**src/rtl/exp_ln_pkg.sv**
```systemverilog
// Shared constants and types for the exp / ln fixed-point units (Q2.13).
package exp_ln_pkg;

  localparam logic [15:0]  LN2_Q13   = 16'd5678;
  localparam logic [15:0]  LOG2E_Q13 = 16'd11819;
  localparam int unsigned  Q_FRAC    = 13;
  localparam logic [15:0]  LN_MIN    = 16'h8000;

  typedef enum logic [2:0] {
    IDLE,
    NORM,
    ITER,
    SCALE,
    DONE
  } ln_state_t;

  typedef logic signed [15:0] q2_13_t;

endpackage

```
**src/rtl/lead_one_det16.sv**
```systemverilog
// Leading-one position of a 16-bit unsigned value, with an all-zero flag.
module lead_one_det16 (
  input  logic [15:0] i_val,
  output logic [3:0]  o_pos,
  output logic        o_zero
);

  // Highest set bit wins because later iterations overwrite earlier ones
  always_comb begin
    o_pos  = 4'd0;
    o_zero = 1'b1;
    for (int i = 0; i < 16; i++) begin
      if (i_val[i]) begin
        o_pos  = 4'(i);
        o_zero = 1'b0;
      end
    end
  end

endmodule

```
**src/rtl/mul_fast.sv**
```systemverilog
// Shared signed multiplier; full-width combinational product.
module mul_fast #(
  parameter int unsigned IN_DW = 18
) (
  input  logic signed [IN_DW-1:0]   i_a,
  input  logic signed [IN_DW-1:0]   i_b,
  output logic signed [2*IN_DW-1:0] o_p
);

  // Full-precision signed product
  always_comb begin
    o_p = (2*IN_DW)'(i_a) * (2*IN_DW)'(i_b);
  end

endmodule

```
**src/rtl/ln_x.sv**
```systemverilog
// Iterative Q2.13 natural log: normalise, one log2 bit per squaring, scale by ln2.
module ln_x
  import exp_ln_pkg::*;
#(
  parameter int unsigned D_W    = 16,
  parameter int unsigned FRAC_W = 13,
  parameter int unsigned MUL_W  = 18
) (
  input  logic           I_CLK,
  input  logic           I_RST_N,
  input  logic           I_VALID,
  output logic           O_READY,
  input  logic [D_W-1:0] I_X,
  output logic           O_VALID,
  input  logic           I_READY,
  output logic [D_W-1:0] O_LN,
  output logic           O_ERR
);

  localparam int unsigned P_W = 2 * MUL_W;

  ln_state_t               r_state;
  ln_state_t               w_next;
  logic [15:0]             r_x;
  logic [15:0]             r_m;
  logic signed [MUL_W-1:0] r_l;
  logic [3:0]              r_bit;
  logic                    r_err;
  logic                    r_ready;
  logic                    r_valid;
  q2_13_t                  r_ln;
  logic                    r_err_o;

  logic [3:0]              w_pos;
  logic                    w_zero;
  logic                    w_bad;
  logic signed [MUL_W-1:0] w_l0;
  logic signed [MUL_W-1:0] w_mul_a;
  logic signed [MUL_W-1:0] w_mul_b;
  logic signed [P_W-1:0]   w_prod;
  logic signed [P_W-1:0]   w_r;
  q2_13_t                  w_sat;

  lead_one_det16 u_lod (
    .i_val  (r_x),
    .o_pos  (w_pos),
    .o_zero (w_zero)
  );

  mul_fast #(.IN_DW(MUL_W)) u_mul (
    .i_a (w_mul_a),
    .i_b (w_mul_b),
    .o_p (w_prod)
  );

  // Non-positive operands are flagged; integer part of log2 is p - 13
  always_comb begin
    w_bad = r_x[15] | w_zero;
    w_l0  = $signed({1'b0, w_pos, 13'd0}) - $signed(MUL_W'(13 << Q_FRAC));
  end

  // Multiplier squares the mantissa in ITER and applies ln2 in SCALE
  always_comb begin
    w_mul_a = $signed({2'b00, r_m});
    w_mul_b = $signed({2'b00, r_m});
    if (r_state == SCALE) begin
      w_mul_a = r_l;
      w_mul_b = $signed({2'b00, LN2_Q13});
    end
  end

  // Round half up back to Q2.13 and clamp to the 16-bit range
  always_comb begin
    w_r   = (w_prod + P_W'(4096)) >>> Q_FRAC;
    w_sat = w_r[15:0];
    if (w_r > $signed(P_W'(32767))) begin
      w_sat = 16'sh7FFF;
    end else if (w_r < -$signed(P_W'(32768))) begin
      w_sat = LN_MIN;
    end
  end

  // State register
  always_ff @(posedge I_CLK) begin
    if (!I_RST_N) begin
      r_state <= IDLE;
    end else begin
      r_state <= w_next;
    end
  end

  // Next-state logic
  always_comb begin
    w_next = r_state;
    case (r_state)
      IDLE:    if (I_VALID) w_next = NORM;
      NORM:    w_next = ITER;
      ITER:    if (r_bit == 4'd0) w_next = SCALE;
      SCALE:   w_next = DONE;
      DONE:    if (I_READY) w_next = IDLE;
      default: w_next = IDLE;
    endcase
  end

  // Handshake outputs registered from the upcoming state
  always_ff @(posedge I_CLK) begin
    if (!I_RST_N) begin
      r_ready <= 1'b1;
      r_valid <= 1'b0;
    end else begin
      r_ready <= (w_next == IDLE);
      r_valid <= (w_next == DONE);
    end
  end

  // Datapath: capture, normalise, squaring iterations, final scaling
  always_ff @(posedge I_CLK) begin
    if (!I_RST_N) begin
      r_x     <= '0;
      r_m     <= '0;
      r_l     <= '0;
      r_bit   <= '0;
      r_err   <= 1'b0;
      r_ln    <= '0;
      r_err_o <= 1'b0;
    end else begin
      case (r_state)
        IDLE: begin
          if (I_VALID) r_x <= I_X[15:0];
        end
        NORM: begin
          r_bit <= 4'(FRAC_W - 1);
          if (w_bad) begin
            r_err <= 1'b1;
            r_m   <= 16'h8000;
            r_l   <= '0;
          end else begin
            r_err <= 1'b0;
            r_m   <= 16'(r_x << (4'd15 - w_pos));
            r_l   <= w_l0;
          end
        end
        ITER: begin
          if (w_prod[31]) begin
            r_l <= r_l | (MUL_W'(1) << r_bit);
            r_m <= w_prod[31:16];
          end else begin
            r_m <= w_prod[30:15];
          end
          if (r_bit != 4'd0) r_bit <= r_bit - 4'd1;
        end
        SCALE: begin
          r_ln    <= r_err ? LN_MIN : w_sat;
          r_err_o <= r_err;
        end
        default: ;
      endcase
    end
  end

  assign O_READY = r_ready;
  assign O_VALID = r_valid;
  assign O_LN    = D_W'(r_ln);
  assign O_ERR   = r_err_o;

endmodule

```
**config.mk**
```make
export PLATFORM = sky130hd
export DESIGN_NAME = ln_x
export DESIGN_NICKNAME = d
export VERILOG_FILES = /design/src/rtl/exp_ln_pkg.sv /design/src/rtl/lead_one_det16.sv /design/src/rtl/mul_fast.sv /design/src/rtl/ln_x.sv
export SDC_FILE = /design/constraint.sdc
export NUM_CORES = 1
export LEC_CHECK = 0
export BUFFER_PORTS_ARGS = -buffer_cell sky130_fd_sc_hd__buf_2
export CAP_MARGIN = 10
export CORE_MARGIN = 4
export CORE_UTILIZATION = 45
export CTS_CLUSTER_DIAMETER = 60
export DETAILED_ROUTE_END_ITERATION = 7
export SLEW_MARGIN = 0
export SYNTH_ARGS = -nofsm -noshare
export SYNTH_HDL_FRONTEND = slang
export SYNTH_SLANG_ARGS = --single-unit
```
**constraint.sdc**
```tcl
create_clock -name I_CLK -period 9.1 [get_ports I_CLK]
set_input_delay 1.365 -clock I_CLK [delete_from_list [all_inputs] [get_ports I_CLK]]
set_output_delay 1.365 -clock I_CLK [all_outputs]
set_load 0.02 [all_outputs]
```
==> Word level (Yosys, flattened, before mapping) <==
Cells that the tools add are included.
{ "totals": {"reg_bits": 77, "latchBits": 0, "mem_bits_rw": 0, "rom_bits": 0, "output_inout_bits": 19, "wordCells": 85, "mem_count": 0} }
{ "classes": {"addsub": 4, "n_mul": 1, "div": 0, "order_cmp": 2, "n_eq_ne": 7, "shift": 2, "mux": 49, "n_bitwise": 2, "reduce_logical": 8} }
{ "ops": {"columns": ["op", "n"], "rows": [
  ["two-way mux 16 bit", 6],
  ["two-way mux 18 bit", 3],
  ["adder 35 x 14 -> 36 bit (second input constant)", 1],
  ["two-way mux 4 bit", 9],
  ["one-hot mux 18 bit (2 select lines)", 1],
  ["multiplier 18 x 17 -> 35 bit", 1],
  ["one-hot mux 16 bit (2 select lines)", 1],
  ["> comparator 23 x 16 -> 1 bit (second input constant)", 1],
  ["< comparator 23 x 16 -> 1 bit (second input constant)", 1],
  ["two-way mux 3 bit", 7],
  ["two-way mux 1 bit", 18],
  ["OR 18 bit", 1],
  ["left shift 1 x 4 -> 18 bit (first input constant)", 1],
  ["subtractor 17 x 17 -> 18 bit (second input constant)", 1],
  ["left shift 16 x 4 -> 16 bit", 1],
  ["one-hot mux 3 bit (5 select lines)", 1],
  ["one-hot mux 4 bit (2 select lines)", 1],
  ["equality test 3 x 2 -> 1 bit (second input constant)", 2],
  ["equality test 3 bit (second input constant)", 2],
  ["logical NOT 3 bit", 2],
  ["AND reduction 2 bit", 3],
  ["logical NOT 4 bit", 1],
  ["two-way mux 2 bit", 2],
  ["!= test 2 bit (second input constant)", 2],
  ["6 further kinds", 6]
]} }

==> Longest topological paths before layout <==
Gate-level depths: netlist of the first run.
{ "depth": {"depth_word": 19, "ltp_mapped": 35} }

==> By module <==
From an unflattened synthesis of the first run, not the netlist that was laid out.
{ "hier_totals": {"cells_unflattened": 1908, "hier_area_um2": 16906.2} }
{ "by_module_without_submodules": {"columns": ["mod", "instances", "cells_each", "area_each_um2", "seq_area_each_um2"], "rows": [
  ["mul_fast", 1, 1331, 12135.4, 0.0],
  ["ln_x", 1, 548, 4608.2, 1541.5],
  ["lead_one_det16", 1, 29, 162.7, 0.0]
]} }

==> Worst setup path before layout of the first run <==
OpenSTA, ideal clock, no wires.
{ "synth_timing": {"path_type": "register to register", "startpoint": "reg r_state[1]", "endpoint": "reg r_ln[2] (netlist: O_LN[2])", "t_arrival_ns": 8.230, "t_required_ns": 9.013, "slack_ns": 0.783, "stages_incl_launch_ff": 31, "path_buffers": 6, "path_cell_list": "dfxtp_1 -> clkbuf_1 -> and3b_1 -> clkbuf_1 -> buf_1 -> clkbuf_1 -> o21ai_0 -> fa_1 -> fa_1 -> fa_1 -> inv_1 -> fa_1 -> fa_1 -> inv_1 -> fa_1 -> inv_1 -> ha_1 -> buf_2 -> a21oi_1 -> o21ai_0 -> a2111oi_0 -> a22oi_2 -> xor2_1 -> o211ai_2 -> or2_1 -> o41a_1 -> nand2b_4 -> a311oi_4 -> buf_6 -> a21oi_1 -> o31ai_1"} }
{ "synth_via": {"elab_chain_cells": 8} }
{ "synth_lines": {"columns": ["element", "line", "source"], "rows": [
  ["from (decl)", "ln_x.sv:22", "ln_state_t r_state;"],
  ["from (signal assigned)", "ln_x.sv:88", "r_state <= w_next;"],
  ["equality test 3 x 2 -> 1 bit (*)", "ln_x.sv:66, ln_x.sv:127", null],
  ["two-way mux 18 bit or two-way mux 16 bit (tied branches)", "ln_x.sv:66", "if (r_state == SCALE) begin"],
  ["multiplier 18 x 17 -> 35 bit", "mul_fast.sv:12", "o_p = (2*IN_DW)'(i_a) * (2*IN_DW)'(i_b);"],
  ["adder 35 x 14 -> 36 bit", "ln_x.sv:74", "w_r = (w_prod + P_W'(4096)) >>> Q_FRAC;"],
  ["< comparator 23 x 16 -> 1 bit", "ln_x.sv:78", "end else if (w_r < -$signed(P_W'(32768))) begin"],
  ["two-way mux 16 bit", "ln_x.sv:78", null],
  ["two-way mux 16 bit", "ln_x.sv:76", "if (w_r > $signed(P_W'(32767))) begin"],
  ["two-way mux 16 bit", "ln_x.sv:153", "r_ln <= r_err ? LN_MIN : w_sat;"],
  ["to (signal assigned)", "ln_x.sv:153", null],
  ["to (decl)", "ln_x.sv:31", "q2_13_t r_ln;"]
]} }
Every way passes the cells marked *; elsewhere a longest branch is shown, timed or not.
A chain may end at the register's enable or synchronous reset.

==> Worst setup path after layout of the first run <==
{ "layout_timing": {"startpoint": "reg r_state[2]", "endpoint": "reg r_ln[6] (netlist: O_LN[6])"} }
The elaborated chain is that of the path after synthesis.

==> flow_summary.toml, run 1 <==
[setup_path]
reg2reg_to = "O_LN[6]"
crit_family = "adder cells"
cp-startpoint = "r_state[2]"
critical-path-max-stage-delay_ns = 0.59
worstSetupPathType = "reg2reg"
cp-endpoint = "O_LN[6]"
cp_num_buf_inv = 9
cp-start-kind = "flip-flop"
r2r_cells = 31
r2r_slack_ns = 0.55
arrival_ns = 8.84
crit_cells = 31
r2r_start = "r_state[2]"
cp.required_ns = 9.39
end_kind = "flip-flop"
cp_max_fo = 56
crit_top_cell = "fa_1"
crit_slowest_cell = "fa_1"

[sta]
fin_tns_setup_ns = 0
fin_crit_ns = 8.55
grt_setup_unrepaired = "false"
worst_pin_slew_ns = 1.13
setup_viol = 0
maxSlewViolCount = 0
timing.final.crit_share_pct = 93.9
relSlewSlack_pct = 24.3
fmax_mhz = 117
final_hold_viol_count = 0
fin_skew_ns = 0.0229

[placement]
gp_congestion = 0.951
portBuffers = 38
dp_hpwl_um = 40600

[routing]
ant_nets = 0
vias = 13500
drt_iter0_drc = 1061
avgRoutedWirePerCell_um = 20.1
first_pass_iters = 5
drc_errors = 0
vias_per_cell = 5.54
wirelength_um = 48800

[cts]
clkSinkCount = 77
clkLatencyLatePin_ns = 0.36
clockBufferDepth = 2
htree_levels = 3
cts_hold_buf = 0
cts_tree = "done"
cts_buffers = 9
clk_pin_slew_ns = 0.07
root_buffer = "clkbuf_16"

[yosys]
ys_seq_elements = 77
synth_edf_count = 0
ys_seq_area_share_pct = 9.58
synthArstFlopShare_pct = 0
syn_inst = 1908
synth_cell_types = 99
syn_avg_cell_area_um2 = 8.43
syn-cell-area_um2 = 16100
ys_warn_count = 0
ys.flop_type = "dfxtp_1"

[grt]
grt_pass1_wl_um = 78400
grt_usage_pct = 25.8
grt_pass1_vias = 14200
grt_max_degree = 57
overflow = 0
antenna_found_initial = 0

[layout]
multiInputGateArea_um2 = 12900
n_fill_cell = 3408
antennaDiodeCount = 0
seq_area_um2 = 1540
drive_above_1_share_pct = 9.51
nNetsFinal = 2372
area_delta_synth_final_pct = 9.20
final_util_pct = 50.4

[floorplan]
rows = 68
io_pins = 39
die_area_um2 = 38900
coreArea_um2 = 34900
initial_core_util_pct = 46.1
die-width_um = 197
die_h_um = 197

[status]
status = "completed"

[run]
maxCapViolations = 0

[worst_hold_path]
hold_class = "reg2reg"
holdPathStages = 2
-- repair_timing --
action | in CTS | in global routing
setup buffers | 0 | 7
endpoints found under the setup margin | 0 | 23
resized for setup | 0 | 16
-- cells in the mapped netlist, types with 4 or more instances --
library cell	instances	area, um2
a21o_1	8	60.1
a41oi_1	4	35.0
a22oi_1	5	37.5
o31ai_1	6	45.0
fa_1	286	5730
o211ai_1	9	67.6
nor2b_1	4	25.0
buf_2	9	45.0
o21a_1	6	45.0
xor2_1	13	114
nor2_1	109	409
a31oi_1	15	93.8
nand3_1	25	125
nor4_1	11	68.8
mux2_2	4	45.0
and2_1	30	188
o21ai_1	5	25.0
nand4_1	12	75.1
o21bai_1	7	52.6
a221o_1	15	150
nor3_1	28	140
nand2_1	200	751
mux2i_1	31	310
a21oi_1	112	561
and3_1	69	432
xnor2_1	27	236
nand2b_1	11	68.8
clkbuf_1	72	270
or2_2	12	75.1
inv_1	411	1540
a211oi_1	15	113
nor3b_1	6	45.0
buf_1	6	22.5
o21ai_0	46	230
or3_1	8	50.1
ha_1	94	1180
dfxtp_1	77	1540
-- cell families after synthesis --
group,count (synthesis),synth area share [%]
AO/OA/AOI/OAI,316,13.6
XOR/XNOR,41,2.28
multiplexers,36,2.35
AND/OR/NAND/NOR,555,17.3
buffers and inverters,501,11.9
flip-flops,77,9.58
other,2,0.0467
adder cells (fa/ha/maj),380,42.9
-- state kept, by name, indices dropped and copies added (netlist names), 3 cells and up --
signal,count
r_x,16
O_LN,16
r_state,3
r_bit,4
r_m,16
r_l,18
-- routing by layer --
metal / GRT usage [%] / up-vias / wire length (um)
li1: - / 6215 / -
met1: 34.3 / 6674 / 20500
met5: 0 / - / 0
met3: 3.46 / 107 / 2990
met4: 10.5 / 0 / 2230
met2: 42.9 / 489 / 23100
-- cells in the final DEF (no fill, tap or decap), types with 15 or more instances in the layout --
cell type  instances
o21ai_0           45
a221o_1           15
dfxtp_1           76
nor2_1           109
ha_1              93
fa_1             286
and3_1            69
conb_1            39
buf_4             65
buf_2             38
inv_1            410
a21oi_1          112
a31oi_1           15
nand3_1           25
mux2i_1           31
nor3_1            28
nand2_1          200
and2_1            28
xnor2_1           27
-- layout make-up --
cell class	count	share of cell area (%)
Inverter	411	8.80
Multi-Input combinational cell	1367	73.2
Tap cell	455	3.24
Timing Repair Buffer	106	4.20
Clock inverter	6	0.406
Clock buffer	10	1.36
Sequential cell	77	8.78
-- through the flow --
stage / std cells / area, um2 / hold slack, ns / setup slack, ns
after floorplan: 1945 / 16200 / 0.429 / 0.783
after global placement: 2409 / 17100 / 0.454 / 0.243
after detailed placement: 2409 / 17100 / 0.464 / 0.0873
after CTS: 2425 / 17400 / 0.475 / 0.0478
after global routing: 2432 / 17600 / 0.501 / 0.0384
final: 2432 / 17600 / 0.472 / 0.553
-- how the worst min path moves through the flow --
stage                       start  endpoint
final                       O_ERR     O_ERR
after global routing       r_l[8]    r_l[8]
after floorplan           r_l[11]   r_l[11]
after global placement     r_l[8]    r_l[8]
after CTS                   O_ERR     O_ERR
after detailed placement   r_l[8]    r_l[8]
-- worst register-to-register path: cells and delay by family, from the launching register on --
kind / cells / cell delay, ns
simple gates: 6 / 1.53
compound gates: 8 / 1.99
fa+ha+maj: 7 / 3.21
buf+inv: 9 / 1.14
xor+xnor: 1 / 0.22
flops: 1 / 0.40
Power of run 1 is not shown: default switching activity piles up to over one toggle a cycle in this logic, so the estimate is an artifact.
==> run 2: changes to the inputs <==
--- a/config.mk
+++ b/config.mk
@@ -8,9 +8,10 @@
 export BUFFER_PORTS_ARGS = -buffer_cell sky130_fd_sc_hd__buf_2
 export CAP_MARGIN = 10
 export CORE_MARGIN = 4
-export CORE_UTILIZATION = 45
+export CORE_UTILIZATION = 50
 export CTS_CLUSTER_DIAMETER = 60
 export DETAILED_ROUTE_END_ITERATION = 7
+export PLACE_DENSITY = 0.66
 export SLEW_MARGIN = 0
 export SYNTH_ARGS = -nofsm -noshare
 export SYNTH_HDL_FRONTEND = slang
==> constraint.sdc (replaced) <==
create_clock -name I_CLK -period 10.8 [get_ports I_CLK]
set_input_delay 1.62 -clock I_CLK [delete_from_list [all_inputs] [get_ports I_CLK]]
set_output_delay 1.62 -clock I_CLK [all_outputs]
set_load 0.02 [all_outputs]
==> run 2 against run 1 <==
Via count decreased by 0.89%. Critical path type unchanged. Count of clock-buffer cells in the layout decreased by 1. Global-route usage increased by 1.3 points. Cell count decreased by 4.2%. Maximum frequency decreased by 13%. Register-to-register slack improved by 0.47 ns. Critical endpoint is now O_LN[2]. Clock skew decreased by 0.010 ns.
==> flow_summary.toml, run 2 (same netlist as run 1, synthesis figures left out) <==
[layout]
final_cell_mix = "inv_1, fa_1, nand2_1, a21oi_1, nor2_1"
fin_cells = 2330
nNetsFinal = 2323
top_register = "r_l"
n_fill_cell = 2997
drive_above_1_share_pct = 6.64
area_delta_synth_final_pct = 5.89
largest_register_ffs = 18
antennaDiodeCount = 0
final_common_cell = "inv_1"

[floorplan]
die_h_um = 187
io_pins = 39
coreArea_um2 = 31600
die-width_um = 187
rows = 65
die_area_um2 = 35100
initial_core_util_pct = 50.9

[setup_path]
arrival_ns = 10.05
end_kind = "flip-flop"
critical-path-max-stage-delay_ns = 0.76
cp_max_fo = 22
crit_slowest_cell = "and2_1"
worstSetupPathType = "reg2reg"
r2r_cells = 25
crit_top_cell = "fa_1"
cp.required_ns = 11.07
cp-start-kind = "flip-flop"

[routing]
ant_nets = 0
drt_iter0_drc = 1110
drc_errors = 0
wirelength_um = 46000
first_pass_iters = 5
vias = 13400
vias_per_cell = 5.74
avgRoutedWirePerCell_um = 19.7

[cts]
htree_levels = 3
clkLatencyLatePin_ns = 0.35
cts.repair.resized = 0
cts_hold_buf = 0
clockBufferDepth = 2
clk_pin_slew_ns = 0.07
root_buffer = "clkbuf_16"
postCtsSetupBuffers = 0
cts_tree = "done"
cts_buffers = 9
clkSinkCount = 77

[sta]
setup_ws_ns = 1.02
maxSlewViolCount = 0
relSlewSlack_pct = 17.2
setup_viol = 0
timing.final.crit_share_pct = 90.6
fmax_mhz = 102
fin_crit_ns = 9.78
fin_tns_setup_ns = 0
fin_skew_ns = 0.0126
worst_pin_slew_ns = 1.23
grt_setup_unrepaired = "false"
final_hold_viol_count = 0

[worst_hold_path]
holdPathStages = 2
hold_class = "reg2reg"

[placement]
dpl.cell_count = 2314
portBuffers = 38
dpl_worst_slack_ns = 1.23
gp_congestion = 0.980
dp_hpwl_um = 38400

[status]
status = "completed"

[run]
maxCapViolations = 0

[grt]
overflow = 0
grt_usage_pct = 27.1
grt_pass1_vias = 14000
antenna_found_initial = 0
grt_pass1_wl_um = 76200
grt_max_degree = 38
## run 2: layout make-up
cell class / instances / area (um2) / area share [%]
clock inverters: 7 / 87.6 / 0.514
flip-flops and latches: 77 / 1540 / 9.05
repair buffers: 57 / 333 / 1.95
well taps: 402 / 503 / 2.95
multi-input cells: 1367 / 12800 / 75.2
inverters: 411 / 1540 / 9.05
clock buffers: 9 / 225 / 1.32
## run 2: worst paths after layout
| path | from | slack (ns) | endpoint |
|---|---|---|---|
| min | O_ERR | 0.46 | O_ERR |
| min reg2reg | O_ERR | 0.46 | O_ERR |
| max | r_state[2] | 1.02 | O_LN[2] |
| max reg2reg | r_state[2] | 1.02 | O_LN[2] |
## run 2: critical path: cells and delay by family (launching register included)
kind	cells	cell delay [ns]
simple gates	7	3.12
xor+xnor	1	0.45
buf+inv	3	0.15
flops	1	0.47
fa+ha+maj	7	3.55
compound gates	7	1.93
## run 2: stage by stage
step           util (%)  instance area (um2)  hold slack, ns
4_1_cts            53.9                17000           0.461
6_report           53.9                17000           0.460
3_3_place_gp       52.9                16700           0.447
2_1_floorplan         -                16200           0.429
3_5_place_dp       52.9                16700           0.451
5_1_grt            53.9                17000           0.483
## run 2: metal layers
metal	GRT usage [%]	vias to the layer above	share of wire, %
met3	4.01	94	6.8
met4	9.91	0	4.0
met1	36.4	6648	42
li1	-	6118	-
met5	0	-	0
met2	45.0	505	47
Power of run 2 is left out for the same reason.
==> run 3: changes to the inputs <==
--- a/config.mk
+++ b/config.mk
@@ -11,6 +11,7 @@
 export CORE_UTILIZATION = 50
 export CTS_CLUSTER_DIAMETER = 60
 export DETAILED_ROUTE_END_ITERATION = 7
+export MAX_ROUTING_LAYER = met4
 export PLACE_DENSITY = 0.66
 export SLEW_MARGIN = 0
 export SYNTH_ARGS = -nofsm -noshare
==> run 3 against run 2 <==
Worst hold slack hardly changed. Register-to-register slack got worse by 0.05 ns. Sequential share of layout area unchanged. First-iteration DRC count shrank 6.4%. Count of clock-buffer cells in the layout is the same. Non-clock buffer count rose by 3. Setup slack got worse by 0.046 ns. Global-route usage up 1.2 points. Critical path depth is 1 lower. Critical endpoint is now O_LN[14].
==> flow_summary.toml, run 3 (same netlist as run 1, synthesis figures left out) <==
[routing]
wirelength_um = 46900
vias = 13400
first_pass_iters = 8
drt_iter0_drc = 1039
drc_errors = 0
avgRoutedWirePerCell_um = 20.1
ant_nets = 0
vias_per_cell = 5.74

[floorplan]
io_pins = 39
die_h_um = 187
rows = 65
coreArea_um2 = 31600
die_area_um2 = 35100
die-width_um = 187
initial_core_util_pct = 50.9

[sta]
worst_pin_slew_ns = 1.16
relSlewSlack_pct = 21.4
fin_skew_ns = 0.0166
fin_tns_setup_ns = 0
maxSlewViolCount = 0
setup_viol = 0
grt_setup_unrepaired = "false"
final_hold_viol_count = 0
fin_crit_ns = 9.83
fmax_mhz = 102
timing.final.crit_share_pct = 91.0

[layout]
final_cell_mix = "inv_1, fa_1, nand2_1, a21oi_1, nor2_1"
n_fill_cell = 2993
largest_register_ffs = 18
seq_area_um2 = 1540
final_common_cell = "inv_1"
antennaDiodeCount = 0
top_register = "r_l"
area_delta_synth_final_pct = 5.89
nNetsFinal = 2326
multiInputGateArea_um2 = 12800
drive_above_1_share_pct = 6.78

[setup_path]
cp.required_ns = 11.10
arrival_ns = 10.12
cp-start-kind = "flip-flop"
critical-path-max-stage-delay_ns = 0.70
crit_slowest_cell = "and2_1"
r2r_slack_ns = 0.97
worstSetupPathType = "reg2reg"
end_kind = "flip-flop"
crit_chain = "nand3b_1 -> and2_1 -> a21oi_1 -> fa_1 -> fa_1 -> fa_1 -> inv_1 -> fa_1 -> fa_1 -> inv_1 -> fa_1 -> inv_1 -> ha_1 -> nand4_2 -> o221ai_2 -> a41o_2 -> nor2_1 -> a211oi_2 -> nand4_1 -> or3_1 -> o41a_1 -> nand2b_4 -> a311oi_4 -> a221o_1"
crit_top_cell = "fa_1"
r2r_cells = 24
cp_max_fo = 20

[placement]
portBuffers = 38
dp_hpwl_um = 38700
gp_congestion = 0.972

[run]
maxCapViolations = 0

[cts]
cts_hold_buf = 0
postCtsSetupBuffers = 0
clk_pin_slew_ns = 0.07
cts_buffers = 9
clkSinkCount = 77
root_buffer = "clkbuf_16"
clockBufferDepth = 2
clkLatencyLatePin_ns = 0.36
cts.repair.resized = 0
cts_tree = "done"
htree_levels = 3

[worst_hold_path]
holdPathStages = 2
hold_class = "reg2reg"

[grt]
grt_usage_pct = 28.3
antenna_found_initial = 0
grt_pass1_vias = 13900
overflow = 0
grt_pass1_wl_um = 76400
grt_max_degree = 39

[status]
status = "completed"
[run 3: changes by cell type in the layout (fill, tap and decap cells not counted)]
cell,delta
buf_4,+3
clkinv_4,+1
inv_6,-1
clkinvlp_4,+1
bufinv_16,-1
[run 3: metal layers]
metal	wire (um)	part of all wire, %	up-vias	GRT usage, %
li1	-	-	6121	-
met1	19300	41	6638	36.5
met2	22100	47	527	45.1
met3	3500	7.5	117	4.87
met4	2050	4.4	0	10.7
met5	0	0	-	-
[run 3: per-stage QoR]
step | hold slack, ns | utilization [%] | setup slack (ns) | cells | instance area (um2)
finish | 0.460 | 53.9 | 0.974 | 2333 | 17000
detailed placement | 0.450 | 52.9 | 1.14 | 2317 | 16800
floorplan | 0.429 | - | 2.48 | 1945 | 16200
global route | 0.491 | 53.9 | 0.391 | 2333 | 17000
global placement | 0.442 | 52.9 | 1.34 | 2317 | 16800
CTS | 0.461 | 53.9 | 1.10 | 2333 | 17000
[run 3: critical path, delay by kind of cell (launching register included)]
family,cells,cell delay (ns)
AOI/OAI and AO/OA,7,2.53
and+or+nand+nor,7,3.09
adders and majority gates,7,3.52
DFF,1,0.47
buffers and inverters,3,0.15
[run 3: cell type report]
type                    count  share of cell area [%]
multi-input cells        1367                    75.2
inverters                 411                    9.05
flip-flops and latches     77                    9.05
well taps                 402                    2.95
repair buffers             60                    2.09
clock buffers               9                    1.32
clock inverters             7                   0.382
[run 3: final timing paths]
path	start	to
worst max-delay path	r_state[1]	O_LN[14]
worst min-delay path	O_ERR	O_ERR
worst max register to register	r_state[1]	O_LN[14]
worst min register to register	O_ERR	O_ERR
Power of run 3 is left out for the same reason.
